--- src/rtl/ecpri_pkg.sv ---
// Shared definitions for the eCPRI transmit path: segment codes, header sizes,
// response kinds and message types used by the tx byte builder.
package ecpri_pkg;

  localparam int ADDR_LEN      = 12;
  localparam int VLAN_LEN      = 4;
  localparam int ETYPE_LEN     = 2;
  localparam int IP_HDR_LEN    = 20;
  localparam int UDP_HDR_LEN   = 8;
  localparam int ECPRI_HDR_LEN = 4;

  typedef enum logic [2:0] {
    SEG_ADDR    = 3'd0,
    SEG_VLAN    = 3'd1,
    SEG_ETYPE   = 3'd2,
    SEG_IP      = 3'd3,
    SEG_UDP     = 3'd4,
    SEG_ECPRI   = 3'd5,
    SEG_PAYLOAD = 3'd6
  } seg_e;

  localparam logic RESP_WR = 1'b0;
  localparam logic RESP_RD = 1'b1;

  localparam logic [7:0] ECPRI_MSG_IQ_DATA = 8'h00;
  localparam logic [7:0] ECPRI_MSG_RT_CTRL = 8'h02;
  localparam logic [7:0] ECPRI_MSG_RMA     = 8'h04;

  // Zero-extends a payload length and adds a fixed header size.
  function automatic logic [15:0] add_hdr(input logic [15:0] len, input int hdr);
    return len + 16'(hdr);
  endfunction

endpackage

--- src/rtl/ecpri_rr_arb2.sv ---
// Two-input round-robin arbiter; input 0 is write response, input 1 is read response.
module ecpri_rr_arb2
  import ecpri_pkg::*;
(
  input  logic       clk_i,
  input  logic       reset_i,
  input  logic [1:0] req_i,
  input  logic       grant_en_i,
  output logic [1:0] gnt_o
);

  logic last_q, last_d;

  always_comb begin
    gnt_o = 2'b00;
    if (grant_en_i) begin
      if (&req_i) gnt_o = (last_q == RESP_RD) ? 2'b01 : 2'b10;
      else        gnt_o = req_i;
    end
    last_d = last_q;
    if (|gnt_o) last_d = gnt_o[1];
  end

  // Reset to "read granted last" so a write wins the first tie.
  always_ff @(posedge clk_i) begin
    if (reset_i) last_q <= RESP_RD;
    else         last_q <= last_d;
  end

endmodule

--- src/rtl/ecpri_tx_ctrl.sv ---
// eCPRI transmit sequencer: arbitrates write/read responses and steps the byte
// builder through each frame segment under tx_ready backpressure.
//   state   | meaning
//   IDLE    | waiting for a request, arbitration active
//   ADDR    | MAC dst+src bytes
//   VLAN    | VLAN tag bytes
//   ETYPE   | ethertype bytes
//   IP      | IPv4 header bytes
//   UDP     | UDP header bytes
//   ECPRI   | eCPRI common header bytes
//   PAYLOAD | payload bytes
//   IFG     | inter-frame gap countdown
module ecpri_tx_ctrl
  import ecpri_pkg::*;
#(
  parameter int LEN_W       = 11,
  parameter int MAX_PAYLOAD = 1024,
  parameter int IFG_CYCLES  = 12
) (
  input  logic             inp_clk,
  input  logic             reset,
  input  logic             wr_resp_req,
  input  logic [LEN_W-1:0] wr_resp_len,
  output logic             wr_resp_ack,
  input  logic             rd_resp_req,
  input  logic [LEN_W-1:0] rd_resp_len,
  output logic             rd_resp_ack,
  input  logic             tx_ready,
  output logic [2:0]       seg_sel,
  output logic [LEN_W-1:0] seg_idx,
  output logic             byte_en,
  output logic             sof,
  output logic             eof,
  output logic             resp_kind,
  output logic [15:0]      ecpri_payload_size,
  output logic [15:0]      udp_len,
  output logic [15:0]      ip_total_len,
  output logic             busy,
  output logic             len_err
);

  localparam int IFG_W = $clog2(IFG_CYCLES + 1);

  typedef enum logic [3:0] {
    ST_IDLE, ST_ADDR, ST_VLAN, ST_ETYPE, ST_IP, ST_UDP, ST_ECPRI, ST_PAYLOAD, ST_IFG
  } state_e;

  state_e           state_q, state_d;
  logic [LEN_W-1:0] idx_q, idx_d, len_q, len_d;
  logic [IFG_W-1:0] ifg_q, ifg_d;
  logic             wr_ack_q, wr_ack_d, rd_ack_q, rd_ack_d;
  logic             len_err_q, len_err_d, kind_q, kind_d;
  logic [15:0]      pl_q, pl_d, udp_q, udp_d, ip_q, ip_d;

  logic [1:0]       gnt;
  logic [LEN_W-1:0] sel_len, last_idx;
  logic             in_frame, seg_done, len_bad;

  ecpri_rr_arb2 u_arb (
    .clk_i      (inp_clk),
    .reset_i    (reset),
    .req_i      ({rd_resp_req, wr_resp_req}),
    .grant_en_i (state_q == ST_IDLE),
    .gnt_o      (gnt)
  );

  assign in_frame = state_q inside {ST_ADDR, ST_VLAN, ST_ETYPE, ST_IP, ST_UDP, ST_ECPRI, ST_PAYLOAD};
  assign byte_en  = in_frame & tx_ready;
  assign sel_len  = gnt[1] ? rd_resp_len : wr_resp_len;
  assign len_bad  = 32'(sel_len) > 32'(MAX_PAYLOAD);

  always_comb begin
    last_idx = '0;
    seg_sel  = SEG_ADDR;
    unique case (state_q)
      ST_ADDR:    begin last_idx = LEN_W'(ADDR_LEN - 1);      seg_sel = SEG_ADDR;    end
      ST_VLAN:    begin last_idx = LEN_W'(VLAN_LEN - 1);      seg_sel = SEG_VLAN;    end
      ST_ETYPE:   begin last_idx = LEN_W'(ETYPE_LEN - 1);     seg_sel = SEG_ETYPE;   end
      ST_IP:      begin last_idx = LEN_W'(IP_HDR_LEN - 1);    seg_sel = SEG_IP;      end
      ST_UDP:     begin last_idx = LEN_W'(UDP_HDR_LEN - 1);   seg_sel = SEG_UDP;     end
      ST_ECPRI:   begin last_idx = LEN_W'(ECPRI_HDR_LEN - 1); seg_sel = SEG_ECPRI;   end
      ST_PAYLOAD: begin last_idx = len_q - 1'b1;              seg_sel = SEG_PAYLOAD; end
      default:    begin last_idx = '0;                        seg_sel = SEG_ADDR;    end
    endcase
  end

  assign seg_done = byte_en && (idx_q == last_idx);

  always_comb begin
    state_d   = state_q;
    idx_d     = idx_q;
    len_d     = len_q;
    ifg_d     = ifg_q;
    wr_ack_d  = 1'b0;
    rd_ack_d  = 1'b0;
    len_err_d = 1'b0;
    kind_d    = kind_q;
    pl_d      = pl_q;
    udp_d     = udp_q;
    ip_d      = ip_q;
    unique case (state_q)
      ST_IDLE: begin
        if (|gnt) begin
          wr_ack_d = gnt[0];
          rd_ack_d = gnt[1];
          if (len_bad) begin
            len_err_d = 1'b1;
            state_d   = ST_IFG;
            ifg_d     = IFG_W'(IFG_CYCLES - 1);
          end else begin
            state_d = ST_ADDR;
            idx_d   = '0;
            len_d   = sel_len;
            kind_d  = gnt[1] ? RESP_RD : RESP_WR;
            pl_d    = 16'(sel_len);
            udp_d   = add_hdr(16'(sel_len), UDP_HDR_LEN + ECPRI_HDR_LEN);
            ip_d    = add_hdr(16'(sel_len), IP_HDR_LEN + UDP_HDR_LEN + ECPRI_HDR_LEN);
          end
        end
      end
      ST_IFG: begin
        if (ifg_q == '0) state_d = ST_IDLE;
        else             ifg_d   = ifg_q - 1'b1;
      end
      default: begin
        if (seg_done) begin
          idx_d = '0;
          unique case (state_q)
            ST_ADDR:  state_d = ST_VLAN;
            ST_VLAN:  state_d = ST_ETYPE;
            ST_ETYPE: state_d = ST_IP;
            ST_IP:    state_d = ST_UDP;
            ST_UDP:   state_d = ST_ECPRI;
            ST_ECPRI: state_d = (len_q == '0) ? ST_IFG : ST_PAYLOAD;
            default:  state_d = ST_IFG;
          endcase
          if (state_d == ST_IFG) ifg_d = IFG_W'(IFG_CYCLES - 1);
        end else if (byte_en) begin
          idx_d = idx_q + 1'b1;
        end
      end
    endcase
  end

  always_ff @(posedge inp_clk) begin
    if (reset) begin
      state_q   <= ST_IDLE;
      idx_q     <= '0;
      len_q     <= '0;
      ifg_q     <= '0;
      wr_ack_q  <= 1'b0;
      rd_ack_q  <= 1'b0;
      len_err_q <= 1'b0;
      kind_q    <= 1'b0;
      pl_q      <= '0;
      udp_q     <= '0;
      ip_q      <= '0;
    end else begin
      state_q   <= state_d;
      idx_q     <= idx_d;
      len_q     <= len_d;
      ifg_q     <= ifg_d;
      wr_ack_q  <= wr_ack_d;
      rd_ack_q  <= rd_ack_d;
      len_err_q <= len_err_d;
      kind_q    <= kind_d;
      pl_q      <= pl_d;
      udp_q     <= udp_d;
      ip_q      <= ip_d;
    end
  end

  // With a zero-length payload the frame ends on the last eCPRI header byte.
  assign eof = ((state_q == ST_PAYLOAD) || (state_q == ST_ECPRI && len_q == '0)) &&
               (idx_q == last_idx);
  assign sof                = (state_q == ST_ADDR) && (idx_q == '0);
  assign seg_idx            = idx_q;
  assign busy               = (state_q != ST_IDLE);
  assign wr_resp_ack        = wr_ack_q;
  assign rd_resp_ack        = rd_ack_q;
  assign len_err            = len_err_q;
  assign resp_kind          = kind_q;
  assign ecpri_payload_size = pl_q;
  assign udp_len            = udp_q;
  assign ip_total_len       = ip_q;

endmodule

--- config.mk ---
export PLATFORM = sky130hd
export DESIGN_NAME = ecpri_tx_ctrl
export DESIGN_NICKNAME = d
export VERILOG_FILES = /design/src/rtl/ecpri_pkg.sv /design/src/rtl/ecpri_rr_arb2.sv /design/src/rtl/ecpri_tx_ctrl.sv
export SDC_FILE = /design/constraint.sdc
export NUM_CORES = 1
export LEC_CHECK = 0
export CORE_ASPECT_RATIO = 1.1
export CORE_MARGIN = 4
export CORE_UTILIZATION = 30
export CTS_CLUSTER_SIZE = 16
export DETAILED_ROUTE_END_ITERATION = 12
export GPL_ROUTABILITY_DRIVEN = 0
export SYNTH_ARGS = -nofsm -noshare
export SYNTH_HDL_FRONTEND = slang
export SYNTH_SLANG_ARGS = --single-unit
export TNS_END_PERCENT = 5
--- constraint.sdc ---
create_clock -name inp_clk -period 3.6 [get_ports inp_clk]
set_input_delay 0.36 -clock inp_clk [delete_from_list [all_inputs] [get_ports inp_clk]]
set_output_delay 0.36 -clock inp_clk [all_outputs]
set_load 0.01 [all_outputs]
# ---- Word level (Yosys, flattened, before mapping)
# Index checks and enable logic that the tools add are counted.
dict set report totals {
  regBits 67
  in_bits 27
  output_inout_bits 70
  word_cells 88
}
dict set report op_classes {
  addsub 5
  magnitude_cmp 1
  eq_ne 15
  n_mux 28
  bitwise_logic 5
  n_reduce_logical 23
}
# operator count
set op_table {}
lappend op_table {{11-bit case mux with 6 select lines} 1}
lappend op_table {{11-bit two-way mux} 5}
lappend op_table {{4-bit two-way mux} 12}
lappend op_table {{4-bit case mux with 6 select lines} 1}
lappend op_table {{11-bit logical NOT} 2}
lappend op_table {{11-bit case mux with 2 select lines} 1}
lappend op_table {{3-bit case mux with 6 select lines} 1}
lappend op_table {{4-bit by 3-bit == test with 1-bit output (second input constant)} 4}
lappend op_table {{4-bit case mux with 2 select lines} 2}
lappend op_table {{11-bit by 4-bit adder with 12-bit output (second input constant)} 1}
lappend op_table {{11-bit by 6-bit adder with 12-bit output (second input constant)} 1}
lappend op_table {{11-bit by 1-bit adder with 11-bit output (second input constant)} 1}
lappend op_table {{11-bit == test} 1}
lappend op_table {{11-bit > comparator (second input constant)} 1}
lappend op_table {{11-bit by 1-bit subtractor with 11-bit output (second input constant)} 1}
lappend op_table {{2-bit inequality test (second input constant)} 5}
lappend op_table {{3-bit nonzero test} 3}
lappend op_table {{4-bit by 2-bit == test with 1-bit output (second input constant)} 2}
lappend op_table {{4-bit == test (second input constant)} 2}
lappend op_table {{4-bit logical NOT} 2}
lappend op_table {{7-bit nonzero test} 1}
lappend op_table {{2-bit two-way mux} 3}
lappend op_table {{3-bit AND reduction} 2}
lappend op_table {{2-bit OR reduction} 3}
lappend op_table {{12 further kinds} 19}

# ---- Depth between registers and ports, before layout
# Gate-level depths: netlist of run 1.
dict set report depth {
  ltp_word 11
  mapped_depth 15
  depth_no_buf 12
}

# ---- Hierarchy
# From an unflattened synthesis of run 1, not the netlist that was laid out.
dict set report unflattened {
  cells_unflattened 453
  hier_area_um2 3459.6
}
# mod n_inst cells_per_inst area_each_um2 seq_area_each_um2
set modules_own_cells {}
lappend modules_own_cells {ecpri_tx_ctrl 1 445 3400.8 1021.0}
lappend modules_own_cells {ecpri_rr_arb2 1 8 58.8 20.0}

# ---- Least setup slack after synthesis of run 1
# Ideal clock, no wire load.
dict set report synth_timing {
  path_type {register to register}
  startpoint {register state_q[3]}
  endpoint {register idx_q[9], in the netlist seg_idx[9]}
  setup_ps 122
  arrival_time_ps 3068
  setup_slack_ps 410
  stages_incl_launch_ff 15
  n_path_buf 2
  period_less_slack_ps 3190
  cell_sequence {dfxtp_1 > nor4_2 > nand2_1 > buf_2 > mux2i_1 > ha_1 > nor4b_1 > o211ai_1 > a2bb2oi_1 > or2_1 > buf_2 > a21oi_1 > o21bai_1 > inv_1 > a221o_1}
}
dict set report synth_via {
  elab_chain_len 7
}
# element line_no
set synth_lines {}
lappend synth_lines {{from (decl)} ecpri_tx_ctrl.sv:48} ;# state_e state_q, state_d;
lappend synth_lines {{from (signal assigned)} ecpri_tx_ctrl.sv:159} ;# state_q <= state_d;
lappend synth_lines {{branches (longest 7 deep; another with 11-bit > comparator)} -}
lappend synth_lines {{to (signal assigned)} ecpri_tx_ctrl.sv:160} ;# idx_q <= idx_d;
lappend synth_lines {{to (decl)} ecpri_tx_ctrl.sv:49} ;# logic [LEN_W-1:0] idx_q, idx_d, len_q, len_d;
# Parallel ways; which one is timed is not known.
# A chain may end at the register's enable or synchronous reset.

==> results of run 1 <==
-- power by group through the flow --
stage | logic, W | clock network [W] | registers, W
floorplan | 0.00132 | 0 | 0.000885
global placement | 0.00203 | 0 | 0.000897
detailed placement | 0.00206 | 0 | 0.000900
CTS | 0.00209 | 0.000501 | 0.000890
global route | 0.00238 | 0.000520 | 0.000924
finish | 0.00215 | 0.000488 | 0.000898
-- through the flow --
stage	worst slack, ps	setup TNS, ps	cell area [um^2]
2_1_floorplan	409.9	0	3507
3_3_place_gp	278.8	0	4446
3_5_place_dp	108.1	0	4446
4_1_cts	1.104	0	4604
5_1_grt	-2.769	-2.769	4661
6_report	201.0	0	4661
-- final timing paths --
| path | from | to | slack, ps |
|---|---|---|---|
| max reg2reg | ecpri_payload_size[0] | seg_idx[9] | 480 |
| max | ecpri_payload_size[0] | eof | 200 |
| min reg2reg | udp_len[6] | udp_len[6] | 460 |
| min | udp_len[6] | udp_len[6] | 460 |
-- layout make-up --
type,instances,area (um^2)
repair buffers,110,1046
clock inverters,3,22.52
flip-flops and latches,52,1045
fillers,1150,6450
well taps,147,183.9
inverters,19,71.32
clock buffers,5,125.1
multi-input cells,335,2167
-- routing by layer --
metal / vias up / global-route usage (%)
met5: - / 0
met4: 0 / 3.233
met3: 6 / 2.553
met2: 105 / 25.08
met1: 1595 / 19.99
li1: 1714 / -
-- flip-flops by register name (all words and copies together), names as in the netlist --
register,cells
ecpri_payload_size,11
seg_idx,11
udp_len,10
ip_total_len,7
ifg_q,4
state_q,4
len_err,1
rd_resp_ack,1
resp_kind,1
u_arb.last_q,1
wr_resp_ack,1
-- logic make-up after synthesis --
group / after synthesis / share of synthesized area (%)
buf+inv: 65 / 9.829
mux: 10 / 2.891
compound gates: 102 / 21.25
simple gates: 179 / 27.14
flops: 52 / 30.07
other cells: 1 / 0.1083
fa+ha+maj: 8 / 2.891
xor+xnor: 23 / 5.818
-- tightest hold or removal path, stage by stage, from the launching register on --
cell,delay (ps)
dfxtp_1,310
nand2_1,50
a21oi_1,50
-- cell usage in the layout, fill, tap and decap left out, types with 3 or more instances in the layout --
master           count
nor2_1              38
a31oi_1              4
a311oi_1             3
nor4_1              10
and3_1               4
nor3_1              14
xor2_1               7
nand2b_1             3
nor3b_1              8
conb_1              13
mux2i_1             10
clkbuf_16            5
buf_4               26
a21oi_1             28
and2_1               3
dfxtp_1             49
o211ai_1             4
dfxtp_2              3
nor2b_1              3
nand2_1             54
o21ai_1              5
a21o_1               7
o21bai_1             3
a211oi_1            11
o21ai_0             10
inv_1               18
nor3_2               4
or3_1                4
xnor2_1             16
ha_1                 8
nor4b_1              4
nand3_1             10
clkdlybuf4s50_1     83
-- timing repair --
item | in CTS | in global routing
gates cloned | 0 | 0
pin swaps | 1 | 4
endpoints found under the hold margin | 0 | 0
gates resized for setup | 3 | 9
setup buffers | 0 | 3
endpoints found under the setup margin | 1 | 1
==> key figures, run 1 <==
Die
  – Die width: 110.4 um
  – Core area: 11,110 um^2
  – Starting Density: 31.16%
  – # IOs: 97
  – Site row count: 40
  – Die area: 13,330 um^2
  – Die height: 120.7 um

Hold path
  – Hold depth: 2
  – Min-delay worst type: reg -> reg

Power and ir drop
  – Overall Power: 0.003536 W
  – Flop pwr share: 25.4%
  – Pint: 0.001986 W
  – Leak: 1.766 nW
  – Sw Share: 43.83%
  – Worst vdd ir: 0.0003399 V
  – Net Sw Power: 0.001550 W
  – Clock power share: 13.8%
  – Logic pwr share: 60.8%
  – Power Dens Cells: 758.7 nW/um^2

Final layout
  – Final core occ: 41.95%
  – Non-Filler Instances: 671
  – Layout cells sized above 1: 11.83%
  – NumNets Final: 558
  – Ant diodes: 0
  – P&R area growth vs syn: 34.62%

STA
  – Crit share post-route: 94.42%
  – Slew headroom: 56.23%
  – Hold Vio Cnt, Final: 0
  – Max Slew Vio Count: 0
  – Setup-failing EPs final: 0
  – Worst Clk Skew: 13.27 ps
  – Worst Max-Slew Pin Slew: 638.3 ps
  – WHS: 455.3 ps
  – Tmin final: 3399 ps
  – Fmax: 294.2 MHz

Critical path
  – Startpoint types: flip-flop
  – WS Path Type: reg -> out
  – Worst path buffer plus inverter count: 2
  – Critical path's slowest cell: clkdlybuf4s50_1
  – Top Family by Delay on Critical Path: simple AND/OR/NAND/NOR gates
  – Reg2Reg Depth: 12
  – CP Capture Type: primary output
  – Instance count on the critical path: 10
  – Worst Path Required: 3240 ps
  – Max incr delay on CP: 530 ps
  – Critical Path AT: 3040 ps
  – Crit Path Max Fanout: 7
  – CP Cell Sequence: inv_1 > ha_1 > or3b_4 > nor3_2 > o221ai_1 > o41ai_2 > a22oi_2 > nor3_4 > and2_1 > clkdlybuf4s50_1

Clock tree
  – CTS Hold Bufs: 0
  – Num CTS Buffers: 5
  – CTS tree: done
  – Root buffer cell: clkbuf_16
  – Reg clk slew, reported paths: 80 ps
  – CTS H-tree depth: 2
  – Clk sink count: 52
  – Worst skew pair latency: 300 ps
  – Clock Path Buffers: 2

Drt
  – DR WL/cell: 15.21 um
  – TritonRoute pass-1 iters: 4
  – Met2 Wirelength: 4879 um
  – # DRC: 0
  – Max layer used: met4
  – Final wirelength: 10,210 um
  – DR vias/cell: 5.097
  – First DRT Iteration DRCs: 166
  – WL met1: 4764 um
  – Via total after detailed routing: 3,420
  – Met3 wire length: 482 um
  – Routed Antenna Nets: 0

Logic synthesis
  – EDFF count, synth: 0
  – YS warnings: 0
  – Top cells by count, synth: nand2_1 (54), dfxtp_1 (52), nor2_1 (38)
  – Leading area contributor after synthesis: dfxtp_1
  – Top cells by area, synth: dfxtp_1 (30%), nand2_1 (5.9%), buf_4 (4.3%)
  – Synth unique cells: 70
  – Top FF cell, synth: dfxtp_1
  – Top-count cell post-synth: nand2_1
  – Post-synth top area share: 30.07%
  – Sequential area share after synthesis: 30.07%
  – Gate Count Post-Synth: 440
  – Asr flop ratio synth: 0%
  – Area of the mapped netlist: 3462 um^2
  – Syn_area_per_cell: 7.868 um^2
  – Post-synthesis register bit count: 52

Place
  – Dpl cells: 660
  – DP Wirelength: 7854 um
  – Port Buffer Count: 83

Flow run
  – Max Cap Viol: 0

Global route
  – Remaining Overflow, GRT: 0
  – GRT Util Overall: 14.89%
  – Largest net degree at the start of global routing: 48
  – First-pass GRT wire length: 16,640 um
  – Initial antenna violation count: 0
  – Vias in the first global route: 3,264

Run status
  – Status: completed
No activity file was read; power rests on OpenSTA's default activity.
==> inputs of run 2 (changes only) <==
Settings changed: CELL_PAD_IN_SITES_DETAIL_PLACEMENT set to 1, CELL_PAD_IN_SITES_GLOBAL_PLACEMENT set to 2, CORE_UTILIZATION 30 to 27, CTS_CLUSTER_SIZE 16 to unset, PLACE_DENSITY_LB_ADDON set to 0.1.
==> key figures, run 2 (synthesis results as in run 1) <==
Die
  – Die area: 14,700 um^2 (was 13,330 um^2)
  – Site row count: 43 (was 40)
  – Die width: 116.0 um (was 110.4 um)
  – Starting Density: 27.50% (was 31.16%)
  – Core area: 12,590 um^2 (was 11,110 um^2)
  – # IOs: 97 (unchanged)
  – Die height: 126.8 um (was 120.7 um)

Drt
  – First DRT Iteration DRCs: 114 (was 166)
  – Final wirelength: 11,980 um (was 10,210 um)
  – TritonRoute pass-1 iters: 4 (unchanged)
  – DR vias/cell: 5.036 (was 5.097)
  – DR WL/cell: 17.34 um (was 15.21 um)
  – Via total after detailed routing: 3,480 (was 3,420)
  – # DRC: 0 (unchanged)
  – Routed Antenna Nets: 0 (unchanged)

Clock tree
  – CTS H-tree depth: 2 (unchanged)
  – Clock Path Buffers: 2 (unchanged)
  – Reg clk slew, reported paths: 70 ps (was 80 ps)
  – Worst skew pair latency: 300 ps (about the same)
  – Num CTS Buffers: 5 (unchanged)
  – CTS Hold Bufs: 0 (unchanged)
  – Root buffer cell: clkbuf_16 (unchanged)
  – Clk sink count: 52 (unchanged)
  – CTS tree: done (unchanged)

Global route
  – First-pass GRT wire length: 19,040 um (was 16,640 um)
  – Vias in the first global route: 3,569 (was 3,264)
  – Initial antenna violation count: 0 (unchanged)
  – GRT Util Overall: 16.27% (was 14.89%)
  – Remaining Overflow, GRT: 0 (unchanged)
  – Largest net degree at the start of global routing: 46 (was 48)

STA
  – Max Slew Vio Count: 0 (unchanged)
  – Slew headroom: 55.40% (was 56.23%)
  – Setup-failing EPs final: 0 (unchanged)
  – Total Neg Setup Slack: 0 ps (unchanged)
  – Worst Max-Slew Pin Slew: 650.4 ps (was 638.3 ps)
  – Hold Vio Cnt, Final: 0 (unchanged)
  – RSZ-0062 raised after global routing: false
  – Crit share post-route: 95.59% (was 94.42%)
  – Tmin final: 3441 ps (was 3399 ps)
  – Worst Clk Skew: 6.035 ps (was 13.27 ps)
  – Fmax: 290.6 MHz (was 294.2 MHz)

Power and ir drop
  – Pint: 0.002027 W (was 0.001986 W)
  – Logic pwr share: 62.2% (was 60.8%)
  – Clock power share: 14.0% (was 13.8%)
  – Leak: 1.815 nW (was 1.766 nW)
  – Worst vdd ir: 0.0002671 V (was 0.0003399 V)
  – Net Sw Power: 0.001629 W (was 0.001550 W)
  – Flop pwr share: 23.8% (was 25.4%)
  – Sw Share: 44.56% (was 43.83%)
  – Power Dens Cells: 771.9 nW/um^2 (was 758.7 nW/um^2)
  – Overall Power: 0.003657 W (was 0.003536 W)

Final layout
  – Most frequent cells in the layout: clkdlybuf4s50_1 (82), nand2_1 (54), dfxtp_1 (52) (was clkdlybuf4s50_1 (83), nand2_1 (54), dfxtp_1 (49))
  – Filler cell count: 1,542 (was 1,150)
  – Commonest non-fill, non-tap cell in the layout: clkdlybuf4s50_1 (unchanged)
  – Cell area after layout: 4737 um^2 (was 4661 um^2)
  – Ant diodes: 0 (unchanged)
  – NumNets Final: 568 (was 558)
  – Layout cells sized above 1: 13.11% (was 11.83%)
  – P&R area growth vs syn: 36.83% (was 34.62%)
  – FF+latch area: 1041 um^2 (was 1045 um^2)
  – Multi-input logic area: 2163 um^2 (was 2167 um^2)

Critical path
  – WS Path Type: reg -> out (unchanged)
  – Worst Path Required: 3240 ps (about the same)
  – Critical Path AT: 3080 ps (was 3040 ps)
  – Startpoint types: flip-flop (unchanged)
  – Crit Path Max Fanout: 6 (was 7)
  – CP Capture Type: primary output (unchanged)

Place
  – Placement Cell Area: 4543 um^2 (was 4446 um^2)
  – Port Buffer Count: 83 (unchanged)
  – DP Wirelength: 9326 um (was 7854 um)

Run status
  – Status: completed (unchanged)

Flow run
  – Max Cap Viol: 0 (unchanged)

Hold path
  – Min-delay worst type: in -> reg (was reg -> reg)
-- run 2: metal layers --
| layer | up-vias | share of wire, % | global-route usage [%] |
|---|---|---|---|
| met5 | - | 0 | 0 |
| met4 | 0 | 1.8 | 4.573 |
| met3 | 13 | 3.7 | 3.292 |
| met2 | 67 | 47 | 26.18 |
| met1 | 1673 | 48 | 22.01 |
| li1 | 1727 | - | - |
-- run 2: final cells by class --
type / count / share of cell area (%)
flip-flops and latches: 52 / 21.98
clock inverters: 2 / 0.2113
well taps: 157 / 4.147
clock buffers: 6 / 2.932
repair buffers: 120 / 23.56
inverters: 19 / 1.506
multi-input cells: 335 / 45.67
-- run 2: worst max-delay path, cell delays in order, from the launching register on --
cell             delay [ps]
dfxtp_1                 360
buf_4                   170
or4_4                   560
or3_1                   370
a21oi_2                 200
o2111ai_4               170
nor3_2                  250
and2_1                  150
clkdlybuf4s50_1         540
-- run 2: power by group through the flow --
stage | clock (W) | sequential (W) | combinational [W]
floorplan | 0 | 0.000885 | 0.00132
global placement | 0 | 0.000875 | 0.00223
detailed placement | 0 | 0.000878 | 0.00224
CTS | 0.000528 | 0.000868 | 0.00227
global route | 0.000546 | 0.000896 | 0.00250
finish | 0.000511 | 0.000869 | 0.00228
-- run 2: final timing paths --
path / start / cells past startpoint / endpoint / slack (ps)
max reg2reg: state_q[3] / 12 / seg_idx[9] / 530
max: ecpri_payload_size[1] / 8 / eof / 160
min reg2reg: ip_total_len[9] / 2 / ip_total_len[9] / 460
min: reset / 2 / seg_idx[1] / 310
-- run 2: what timing repair did --
item / in CTS / in global routing
setup endpoints to repair: 1 / 1
pin swaps: 1 / 3
resized for setup: 2 / 7
gates cloned: 0 / 0
setup buffers: 1 / 0
-- run 2: through the flow --
stage,setup slack (ps),hold WS [ps],cells,util [%]
finish,158.8,311.3,691,37.63
CTS,33.96,304.9,691,37.36
floorplan,409.9,443.7,452,-
global placement,263.9,443.4,682,36.09
global route,29.34,306.7,691,37.63
detailed placement,61.78,449.5,682,36.09
